<file path="config.mk">
export PLATFORM = sky130hd
export DESIGN_NAME = clint_trap_ctrl
export DESIGN_NICKNAME = d
export VERILOG_FILES = /design/src/rtl/clint_trap_ctrl.sv
export SDC_FILE = /design/constraint.sdc
export NUM_CORES = 1
export LEC_CHECK = 0
export BUFFER_PORTS_ARGS = -buffer_cell sky130_fd_sc_hd__clkbuf_2
export CAP_MARGIN = 20
export CORE_UTILIZATION = 40
export DETAILED_ROUTE_END_ITERATION = 12
export PLACE_DENSITY = 0.82
export SYNTH_ARGS = -nofsm -noshare
export SYNTH_HDL_FRONTEND = slang
export SYNTH_SLANG_ARGS = --single-unit
</file>
<file path="constraint.sdc">
create_clock -name clk -period 2.23 [get_ports clk]
set_input_delay 0.3345 -clock clk [delete_from_list [all_inputs] [get_ports clk]]
set_output_delay 0.3345 -clock clk [all_outputs]
set_load 0.02 [all_outputs]
</file>
<file path="src/rtl/clint_trap_ctrl.sv">
// Machine-mode trap sequencer: ecall/ebreak/irq entry and mret return.
// Optional vectored interrupt targets with `define CLINT_VECTORED_EN.
module clint_trap_ctrl #(
  parameter logic [31:0] CAUSE_ECALL  = 32'd11,
  parameter logic [31:0] CAUSE_EBREAK = 32'd3,
  parameter logic [31:0] CAUSE_IRQ    = 32'h8000000B
) (
  input  logic        clk,
  input  logic        rstn,
  input  logic        ecall,
  input  logic        ebreak,
  input  logic        mret,
  input  logic        irq,
  input  logic [31:0] instAddr,
  input  logic [31:0] mtvec,
  input  logic [31:0] mepc,
  input  logic [31:0] mstatus,
  output logic        clintWriteEn,
  output logic [11:0] clintAddr,
  output logic [31:0] clintWriteData,
  output logic        holdReq,
  output logic        jumpEn,
  output logic [31:0] jumpAddr
);

  typedef enum logic [2:0] {
    IDLE,
    W_MEPC,
    W_MCAUSE,
    W_MSTATUS,
    W_MRET,
    JUMP
  } state_t;

  state_t      state;
  logic [31:0] epc;
  logic [31:0] cause;
  logic        ret;

  logic        irq_ok;
  logic        any_ev;
  logic [31:0] trap_base;
  logic [31:0] trap_target;
  logic [31:0] st_trap;
  logic [31:0] st_mret;

  assign irq_ok    = irq & mstatus[3];
  assign any_ev    = mret | ecall | ebreak | irq_ok;
  assign trap_base = {mtvec[31:2], 2'b00};

`ifdef CLINT_VECTORED_EN
  logic unused_vec;
  assign unused_vec = cause[30];
  // Only interrupts are vectored; exceptions always land on the base.
  assign trap_target =
    (mtvec[1:0] == 2'b01 && cause[31])
    ? trap_base + {cause[29:0], 2'b00}
    : trap_base;
`else
  logic unused_vec;
  assign unused_vec  = ^mtvec[1:0];
  assign trap_target = trap_base;
`endif

  assign st_trap = {mstatus[31:8], mstatus[3],
                    mstatus[6:4], 1'b0, mstatus[2:0]};
  assign st_mret = {mstatus[31:8], 1'b1,
                    mstatus[6:4], mstatus[7], mstatus[2:0]};

  always_ff @(posedge clk or negedge rstn) begin
    if (!rstn) begin
      state <= IDLE;
      epc   <= '0;
      cause <= '0;
      ret   <= 1'b0;
    end else begin
      unique case (state)
        IDLE: begin
          if (any_ev)
            epc <= instAddr;
          priority case (1'b1)
            mret: state <= W_MRET;
            ecall: begin
              cause <= CAUSE_ECALL;
              state <= W_MEPC;
            end
            ebreak: begin
              cause <= CAUSE_EBREAK;
              state <= W_MEPC;
            end
            irq_ok: begin
              cause <= CAUSE_IRQ;
              state <= W_MEPC;
            end
            default: state <= IDLE;
          endcase
        end
        W_MEPC:   state <= W_MCAUSE;
        W_MCAUSE: state <= W_MSTATUS;
        W_MSTATUS: begin
          ret   <= 1'b0;
          state <= JUMP;
        end
        W_MRET: begin
          ret   <= 1'b1;
          state <= JUMP;
        end
        JUMP:    state <= IDLE;
        default: state <= IDLE;
      endcase
    end
  end

  always_comb begin
    clintWriteEn   = 1'b0;
    clintAddr      = '0;
    clintWriteData = '0;
    holdReq        = 1'b0;
    jumpEn         = 1'b0;
    jumpAddr       = '0;
    unique case (state)
      IDLE: holdReq = rstn & any_ev;
      W_MEPC: begin
        holdReq        = 1'b1;
        clintWriteEn   = 1'b1;
        clintAddr      = 12'h341;
        clintWriteData = epc;
      end
      W_MCAUSE: begin
        holdReq        = 1'b1;
        clintWriteEn   = 1'b1;
        clintAddr      = 12'h342;
        clintWriteData = cause;
      end
      W_MSTATUS: begin
        holdReq        = 1'b1;
        clintWriteEn   = 1'b1;
        clintAddr      = 12'h300;
        clintWriteData = st_trap;
      end
      W_MRET: begin
        holdReq        = 1'b1;
        clintWriteEn   = 1'b1;
        clintAddr      = 12'h300;
        clintWriteData = st_mret;
      end
      JUMP: begin
        holdReq  = 1'b1;
        jumpEn   = 1'b1;
        jumpAddr = ret ? mepc : trap_target;
      end
      default: ;
    endcase
  end

endmodule

</file>
==> results.json, run 1 <==
{
  "outcome": "complete, no violations",
  "stdcell_count": 520,
  "combPwrFrac_pct": 66.8,
  "ir_drop_uv": 1010,
  "synth_most_common_cell": "dfrtp_1",
  "end_kind": "output pin",
  "hold_buffers": 0,
  "pwr-share-clk_pct": 8.2,
  "die_area_sq_mm": 0.00700,
  "path_max_fanout": 31,
  "io_buffer_count": 203,
  "rr_endpoint": "epc[1]",
  "dp_cells": 514,
  "synth_adder_area_share_pct": 0,
  "swShare_pct": 45.0,
  "finalClockSkew_ns": 0.00447,
  "cts_made_buffers": 5,
  "ys_warn_count": 0,
  "post-route-util_pct": 59.3,
  "hold_slack_ns": 0.136,
  "wirelength_um": 7440,
  "worst-r2r-cell-count": 4,
  "place.gp.congestion": 0.804,
  "clkTransAtPathRegs_ns": 0.07,
  "clkSinkCount": 39,
  "grt_setup_unrepaired": "no",
  "drive_gt1_share_pct": 59.8,
  "synth_cells": 242,
  "chipWidth_um": 83.7,
  "finalHoldViolations": 0,
  "yosysTopAreaCell": "dfrtp_1",
  "synth.distinct_cells": 33,
  "fmax_mhz": 473,
  "worstSkewPairLatency_ns": 0.28,
  "hold_path_class": "in2async",
  "finalSetupTns_ns": 0,
  "crit_required_ns": 1.90,
  "synthArstFlopShare_pct": 100,
  "slew_headroom_pct": 66.6,
  "synth-seq-area-share_pct": 36.6,
  "drv_cap": 0,
  "grt_max_degree": 40,
  "row_count": 29,
  "first_pass_iters": 4,
  "place_hpwl_um": 6000,
  "ant_nets": 0,
  "grt_pass1_wl_um": 12000,
  "ios": 213,
  "cp-start-kind": "flop",
  "worst_slew_pin_slew_ns": 0.501,
  "powerDensity_mw_per_mm2": 1430,
  "arrival_ns": 1.78,
  "cts_tree": "done",
  "routedWlPerCell_um": 14.3,
  "core_sq_mm": 0.00639,
  "syn2layout_area_growth_pct": 41.8,
  "first_global_vias": 2623,
  "leakage_nw": 2.24,
  "switchingPower_mw": 2.43,
  "drt_iter0_markers": 56,
  "synthSimpleGateAreaFrac_pct": 10.6,
  "rrSetupSlack_ns": 0.39,
  "overflow": 0,
  "layout_min_cycle_time_ns": 2.11,
  "die_h_um": 83.7,
  "seqPwrFrac_pct": 25.0,
  "synth_top_cells_by_count": "39 x dfrtp_1, 35 x nor2_1, 33 x mux2i_1",
  "intPower_mw": 2.97,
  "diodes": 0,
  "clockBufferDepth": 2,
  "synth_top_family_by_area": "multiplexers",
  "vias": 2616,
  "drv_slew": 0,
  "htreeDepth": 2,
  "start_util_pct": 41.8,
  "via_per_inst": 5.03,
  "path_class": "reg2out",
  "synth_flop_cell": "dfrtp_1",
  "r2r-start": "state[1]",
  "synthTopCellsByArea": "dfrtp_1 37%, mux2_4 17%, mux2i_1 12%, a22o_1 9.2%, nor2_1 4.9%",
  "yosysTopAreaCellShare_pct": 36.6,
  "num-fill-cells": 552,
  "drcViolationCount": 0,
  "antenna_found_initial": 0,
  "synth_edf_count": 0,
  "postCtsSetupBuffers": 0,
  "fin_nets": 578,
  "synth_compound_area_share_pct": 13.1,
  "cts-root-buf": "clkbuf_8",
  "setup_viol": 0,
  "synthMuxAreaShare_pct": 30.9,
  "fin_crit_sh_pct": 94.8,
  "grt_use_total_pct": 21.1,
  "synth_area_per_cell_sq_um": 11.0,
  "synth_seq_cells": 39,
  "yosys.area_share.xor_xnor_pct": 0.656,
  "netlist_area_sq_mm": 0.00267
}
## power groups by stage
stage / clock network (mW) / registers [mW] / logic [mW]
6_report: 0.441 / 1.35 / 3.61
5_1_grt: 0.491 / 1.40 / 3.86
4_1_cts: 0.460 / 1.35 / 3.64
3_5_place_dp: 0 / 1.35 / 3.64
3_3_place_gp: 0 / 1.34 / 3.54
2_1_floorplan: 0 / 1.22 / 2.87
## placed cells by master, fill, tap and decap left out
cell type | Yosys | routed
nand2_1 | 4 | 4
o21ai_0 | 2 | 2
mux2i_1 | 33 | 33
dfrtp_2 | 0 | 1
o2bb2ai_1 | 1 | 1
nand3_1 | 6 | 6
clkbuf_2 | 0 | 203
mux2_4 | 30 | 30
nand2b_1 | 3 | 3
a211oi_1 | 2 | 2
nor2b_4 | 1 | 1
nor3_1 | 1 | 1
nor2_2 | 0 | 1
o22ai_1 | 1 | 1
dfrtp_1 | 39 | 38
or3_4 | 1 | 1
and3_1 | 2 | 2
a22o_1 | 28 | 28
o211ai_1 | 3 | 3
o21a_1 | 1 | 1
clkinvlp_4 | 0 | 1
xnor2_1 | 2 | 2
nor2b_1 | 3 | 2
inv_1 | 2 | 2
clkbuf_8 | 0 | 5
conb_1 | 1 | 7
a21oi_1 | 3 | 3
a2111o_1 | 1 | 1
a22oi_1 | 1 | 1
nor3b_1 | 1 | 1
mux2_2 | 4 | 4
buf_4 | 10 | 14
nor2_1 | 35 | 34
nor2b_2 | 0 | 1
or2_2 | 3 | 3
## worst max-delay path by stage
stage                     startpoint           endpoint  cells past startpoint
after floorplan             state[1]  clintWriteData[3]                      3
after global placement      state[1]             epc[0]                      4
after detailed placement    state[1]             epc[1]                      4
after CTS                   state[0]  clintWriteData[4]                      5
after global routing        state[1]  clintWriteData[8]                      5
final                       state[2]        jumpAddr[0]                      6
## kinds of logic after synthesis
logic type	after synthesis
muxes	67
and+or+nand+nor	60
AOI/OAI and AO/OA	43
DFF	39
buffers and inverters	30
xor gates and xnor gates	2
other	1
## through the flow
stage	power [mW]	setup WS [ns]	area, sq um
5_1_grt	5.74	0.0177	3780
6_report	5.41	0.117	3780
2_1_floorplan	4.09	0.363	2690
4_1_cts	5.45	0.0900	3780
3_5_place_dp	4.98	0.397	3710
3_3_place_gp	4.88	0.413	3710
## flip-flops by register name, indices dropped and copies added (netlist names)
register,flops
cause,3
epc,32
ret,1
state,3
## timing repair
action | in CTS | in global routing
endpoints found under the hold margin | 0 | 0
setup endpoints to repair | 0 | 19
resized for setup | 0 | 1
## metal layers
metal,part of all wire [%],wire [um],up-vias,GRT usage [%]
li1,-,-,1254,-
met1,38,2850,1217,23.5
met2,52,3870,131,39.0
met3,7.8,577,14,5.24
met4,1.9,139,0,6.78
met5,0,0,-,0
## final cells by class
class	count	area, sq um	area share [%]
flip-flops and latches	39	977	25.8
repair buffers	217	1120	29.6
clock inverters	1	7.51	0.198
well taps	77	96.3	2.55
clock buffers	5	68.8	1.82
inverters	2	7.51	0.198
multi-input cells	179	1510	39.8
## critical path, stage by stage, from the launching register on
cell and delay (ns):
dfrtp_1 0.46, buf_4 0.21, nand2_1 0.06, buf_4 0.28, inv_1 0.11, and3_1 0.20
clkbuf_2 0.15
No activity file was read; power rests on OpenSTA's default activity.
==> run 2, diff against run 1 <==
--- a/config.mk
+++ b/config.mk
@@ -7,9 +7,9 @@
 export LEC_CHECK = 0
 export BUFFER_PORTS_ARGS = -buffer_cell sky130_fd_sc_hd__clkbuf_2
 export CAP_MARGIN = 20
-export CORE_UTILIZATION = 40
+export CORE_UTILIZATION = 33
 export DETAILED_ROUTE_END_ITERATION = 12
-export PLACE_DENSITY = 0.82
+export PLACE_DENSITY = 0.69
 export SYNTH_ARGS = -nofsm -noshare
 export SYNTH_HDL_FRONTEND = slang
 export SYNTH_SLANG_ARGS = --single-unit
==> run 2 against run 1 <==
Compared with the run above:
- clock power up 0.9%
- final area up 2.0%
- global-route usage down 4.0 points
- sequential cell count unchanged
- critical path depth down 1
- clock skew about the same
- critical path type unchanged
- largest cell class unchanged
- highest routed layer unchanged
==> results.json, run 2 (synthesized netlist as in run 1, its figures left out) <==
{
  "outcome": "complete, no violations",
  "ios": 213,
  "final_cell_area_sq_mm": 0.00386,
  "leakage_nw": 2.25,
  "crit_slowest_cell": "dfrtp_2",
  "finalSetupTns_ns": 0,
  "vias": 2589,
  "path_max_fanout": 27,
  "highest_layer": "met4",
  "critPathMaxStageDelay_ns": 0.51,
  "grt_pass1_wl_um": 11600,
  "finalHoldViolations": 0,
  "first_pass_iters": 4,
  "diodes": 0,
  "drv_cap": 0,
  "cts_made_buffers": 5,
  "m1WireLength_um": 2970,
  "clkTransAtPathRegs_ns": 0.08,
  "antenna_found_initial": 0,
  "path_class": "reg2out",
  "pre_cts_slack_ns": 0.236,
  "reg_top3": "epc: 32 flops, cause: 3 flops, state: 3 flops",
  "final_common_cell": "clkbuf_2",
  "start_util_pct": 34.4,
  "drive_gt1_share_pct": 59.8,
  "clockBufferDepth": 2,
  "syn2layout_area_growth_pct": 44.6,
  "drv_slew": 0,
  "place_area_sq_mm": 0.00377,
  "drcViolationCount": 0,
  "fin_nets": 578,
  "die_area_sq_mm": 0.00845,
  "grt_max_degree": 40,
  "via_per_inst": 4.75,
  "overflow": 0,
  "wl_met3_um": 665,
  "core_sq_mm": 0.00777,
  "place.gp.congestion": 0.822,
  "regMostFlops": "epc",
  "cpMostUsedCell": "a22o_1",
  "grt_setup_unrepaired": "no",
  "io_buffer_count": 203,
  "hold_buffers": 0,
  "fin_ws_ns": 0.107,
  "worst-r2r-cell-count": 4,
  "hold_slack_ns": 0.113,
  "layout_common_cells": "203 x clkbuf_2, 37 x dfrtp_1, 34 x nor2_1",
  "hold_path_class": "in2async",
  "cp_num_cells": 5,
  "arrival_ns": 1.79,
  "chipWidth_um": 91.9,
  "ant_nets": 0,
  "postCtsSetupBuffers": 0,
  "wl_met2_um": 3760,
  "powerDensity_mw_per_mm2": 1420,
  "critPathTopFamily": "flip-flops",
  "crit_required_ns": 1.90,
  "place_hpwl_um": 5990,
  "grt_use_total_pct": 17.1,
  "fmax_mhz": 471,
  "critPathBufInv": 2,
  "largest_reg_flops": 32,
  "finalClockSkew_ns": 0.00448,
  "layout_min_cycle_time_ns": 2.12,
  "cp-start-kind": "flop",
  "ir_drop_uv": 806,
  "cts_tree": "done",
  "p_total_mw": 5.48,
  "die_h_um": 91.9,
  "clkSinkCount": 39,
  "cts-root-buf": "clkbuf_8",
  "worstPathCellList": "nor2b_1 > a22o_1 > buf_6 > a22o_1 > clkbuf_2",
  "worstSkewPairLatency_ns": 0.28,
  "routedWlPerCell_um": 13.6,
  "wirelength_um": 7430,
  "fin_crit_sh_pct": 95.2,
  "setup_viol": 0,
  "end_kind": "output pin",
  "htreeDepth": 2,
  "row_count": 32,
  "first_global_vias": 2457,
  "drt_iter0_markers": 74
}
-- run 2: metal layers --
| layer | track usage [%] | up-vias |
|---|---|---|
| li1 | - | 1256 |
| met1 | 20.1 | 1194 |
| met2 | 31.1 | 134 |
| met3 | 4.48 | 5 |
| met4 | 3.52 | 0 |
| met5 | 0 | - |
-- run 2: final timing paths --
check | start | to | slack, ns
max in group asynchronous | rstn | ret | 1.76
worst min register to register | cause[1] | cause[1] | 0.51
min in group clk | instAddr[22] | epc[22] | 0.28
worst min-delay path | rstn | epc[1] | 0.11
worst max register to register | state[1] | epc[4] | 0.40
worst max-delay path | state[0] | clintWriteData[29] | 0.11
-- run 2: where the power goes --
group	total, mW	internal, mW	switching [mW]
sequential	1.38	1.07	0.315
combinational	3.66	1.77	1.89
clock	0.445	0.208	0.238
total	5.48	3.04	2.44
-- run 2: final cells by class --
cell class | instances | area (sq um)
fillers | 718 | 3910
well taps | 102 | 128
inverters | 2 | 7.51
clock inverters | 1 | 7.51
clock buffers | 5 | 68.8
multi-input cells | 179 | 1500
flip-flops and latches | 39 | 978
repair buffers | 217 | 1170
-- run 2: through the flow --
stage / utilization, % / std cells
floorplan: - / 248
global placement: 48.6 / 539
detailed placement: 48.6 / 539
CTS: 49.6 / 545
global route: 49.7 / 545
finish: 49.7 / 545
-- run 2: repair_timing --
| item | CTS | global route |
|---|---|---|
| resized for setup | 1 | 2 |
| setup endpoints to repair | 27 | 25 |
| pin swaps | 0 | 0 |
==> run 3, diff against run 2 <==
--- a/config.mk
+++ b/config.mk
@@ -7,9 +7,11 @@
 export LEC_CHECK = 0
 export BUFFER_PORTS_ARGS = -buffer_cell sky130_fd_sc_hd__clkbuf_2
 export CAP_MARGIN = 20
-export CORE_UTILIZATION = 33
+export CELL_PAD_IN_SITES_DETAIL_PLACEMENT = 0
+export CELL_PAD_IN_SITES_GLOBAL_PLACEMENT = 1
+export CORE_UTILIZATION = 28
 export DETAILED_ROUTE_END_ITERATION = 12
-export PLACE_DENSITY = 0.69
+export PLACE_DENSITY_LB_ADDON = 0.1
 export SYNTH_ARGS = -nofsm -noshare
 export SYNTH_HDL_FRONTEND = slang
 export SYNTH_SLANG_ARGS = --single-unit
==> run 3 against run 2 <==
Compared with the run above:
- final area is 0.71% higher
- sequential share of layout area is 0.15 points lower
- non-clock buffer count is 3 lower
- combinational power hardly changed
- largest cell class unchanged
- largest power group unchanged
==> results.json, run 3 (synthesized netlist as in run 1, its figures left out) <==
{
  "drive_gt1_share_pct": 59.9,
  "finalClockSkew_ns": 0.0134,
  "powerDensity_mw_per_mm2": 1410,
  "hold_path_class": "in2async",
  "syn2layout_area_growth_pct": 45.7,
  "postCtsSetupBuffers": 0,
  "clkSinkCount": 39,
  "cpMostUsedCell": "a22o_1",
  "intPower_mw": 3.04,
  "via_per_inst": 4.51,
  "p_total_mw": 5.49,
  "drcViolationCount": 0,
  "layout_min_cycle_time_ns": 2.09,
  "antenna_found_initial": 0,
  "hold_buffers": 0,
  "first_global_vias": 2368,
  "overflow": 0,
  "crit_required_ns": 1.90,
  "first_pass_iters": 6,
  "die_h_um": 99.6,
  "drt_iter0_markers": 33,
  "pwr-share-clk_pct": 8.3,
  "fin_crit_sh_pct": 93.6,
  "vias": 2573,
  "largest_reg_flops": 32,
  "grt_max_degree": 40,
  "grt_pass1_wl_um": 11500,
  "cp-start-kind": "flop",
  "setup_viol": 0,
  "grt_use_total_pct": 14.6,
  "leakage_nw": 2.24,
  "drv_cap": 0,
  "htreeDepth": 2,
  "fmax_mhz": 479,
  "grt_setup_unrepaired": "no",
  "fin_nets": 575,
  "num-fill-cells": 960,
  "outcome": "complete, no violations",
  "cts_made_buffers": 5,
  "path_max_fanout": 27,
  "multiInputGateArea_sq_mm": 0.00151,
  "place_area_sq_mm": 0.00380,
  "reg_top3": "epc: 32 flops, cause: 3 flops, state: 3 flops",
  "cts-root-buf": "clkbuf_8",
  "row_count": 35,
  "clkTransAtPathRegs_ns": 0.08,
  "clockBufferDepth": 2,
  "critPathMaxStageDelay_ns": 0.51,
  "die_area_sq_mm": 0.00993,
  "place.gp.congestion": 0.714,
  "combPwrFrac_pct": 67.0,
  "place_hpwl_um": 5890,
  "final_common_cell": "clkbuf_2",
  "ir_drop_uv": 590,
  "diodes": 0,
  "cts_tree": "done",
  "crit_slowest_cell": "dfrtp_2",
  "chipWidth_um": 99.6,
  "wirelength_um": 7500,
  "regMostFlops": "epc",
  "ant_nets": 0,
  "end_kind": "output pin",
  "worstPathCellList": "nor2_1 > a22o_1 > buf_6 > a22o_1 > clkbuf_2",
  "seqPwrFrac_pct": 24.8,
  "worstSkewPairLatency_ns": 0.29,
  "arrival_ns": 1.75,
  "start_util_pct": 28.9,
  "path_class": "reg2out",
  "drv_slew": 0,
  "seqCellArea_sq_um": 980,
  "layout_common_cells": "203 x clkbuf_2, 36 x dfrtp_1, 34 x nor2_1",
  "swShare_pct": 44.6,
  "ios": 213,
  "finalSetupTns_ns": 0,
  "critPathTopFamily": "flip-flops",
  "finalHoldViolations": 0,
  "switchingPower_mw": 2.45,
  "routedWlPerCell_um": 13.1,
  "io_buffer_count": 203,
  "core_sq_mm": 0.00924,
  "critPathBufInv": 2,
  "final_cell_area_sq_mm": 0.00389
}
## run 3: power by group through the flow
stage | registers (mW) | clock network, mW | logic (mW)
global route | 1.42 | 0.503 | 3.96
global placement | 1.36 | 0 | 3.70
detailed placement | 1.36 | 0 | 3.73
finish | 1.36 | 0.454 | 3.68
CTS | 1.36 | 0.483 | 3.74
floorplan | 1.22 | 0 | 2.87
## run 3: worst reg2reg max path, cell delays in order (launching register included)
cell and delay (ns):
dfrtp_2 0.51, or3_4 0.45, nor2b_4 0.14, buf_12 0.24, mux2_4 0.37
## run 3: area by class of cell
| class | count | share of cell area (%) |
|---|---|---|
| tap | 129 | 4.15 |
| timing repair buffer | 214 | 29.6 |
| clock buffer | 6 | 1.87 |
| inverter | 2 | 0.193 |
| sequential | 39 | 25.2 |
| clock inverter | 1 | 0.193 |
| multi-input combinational | 179 | 38.8 |
## run 3: metal layers
layer / vias to the layer above / share of wire [%] / track usage [%]
met2: 128 / 49 / 26.2
met4: 0 / 0.79 / 3.39
met5: - / 0 / 0
met3: 7 / 7.5 / 2.74
li1: 1259 / - / -
met1: 1179 / 43 / 18.1
## run 3: what timing repair did
action,CTS,global route
endpoints found under the setup margin,27,27
resized for setup,2,2
endpoints found under the hold margin,0,0
## run 3: stage by stage
step	worst slack (ns)	hold WS (ns)	std cells	util (%)
6_report	0.143	0.137	570	42.1
5_1_grt	0.0290	0.194	570	42.1
4_1_cts	0.0318	0.165	570	42.0
3_5_place_dp	0.276	0.491	563	41.1
3_3_place_gp	0.298	0.488	563	41.1
2_1_floorplan	0.363	0.0389	248	-
## run 3: final timing paths
kind                              from           endpoint  slack [ns]  depth (start not counted)
setup / recovery              state[1]  clintWriteData[5]        0.14                          5
hold / removal                    rstn            epc[31]        0.14                          2
setup reg to reg              state[1]            epc[22]        0.40                          4
hold reg to reg               cause[1]           cause[1]        0.51                          1
max in group asynchronous         rstn           state[1]        1.72                          2
min in group clk           instAddr[4]             epc[4]        0.27                          2
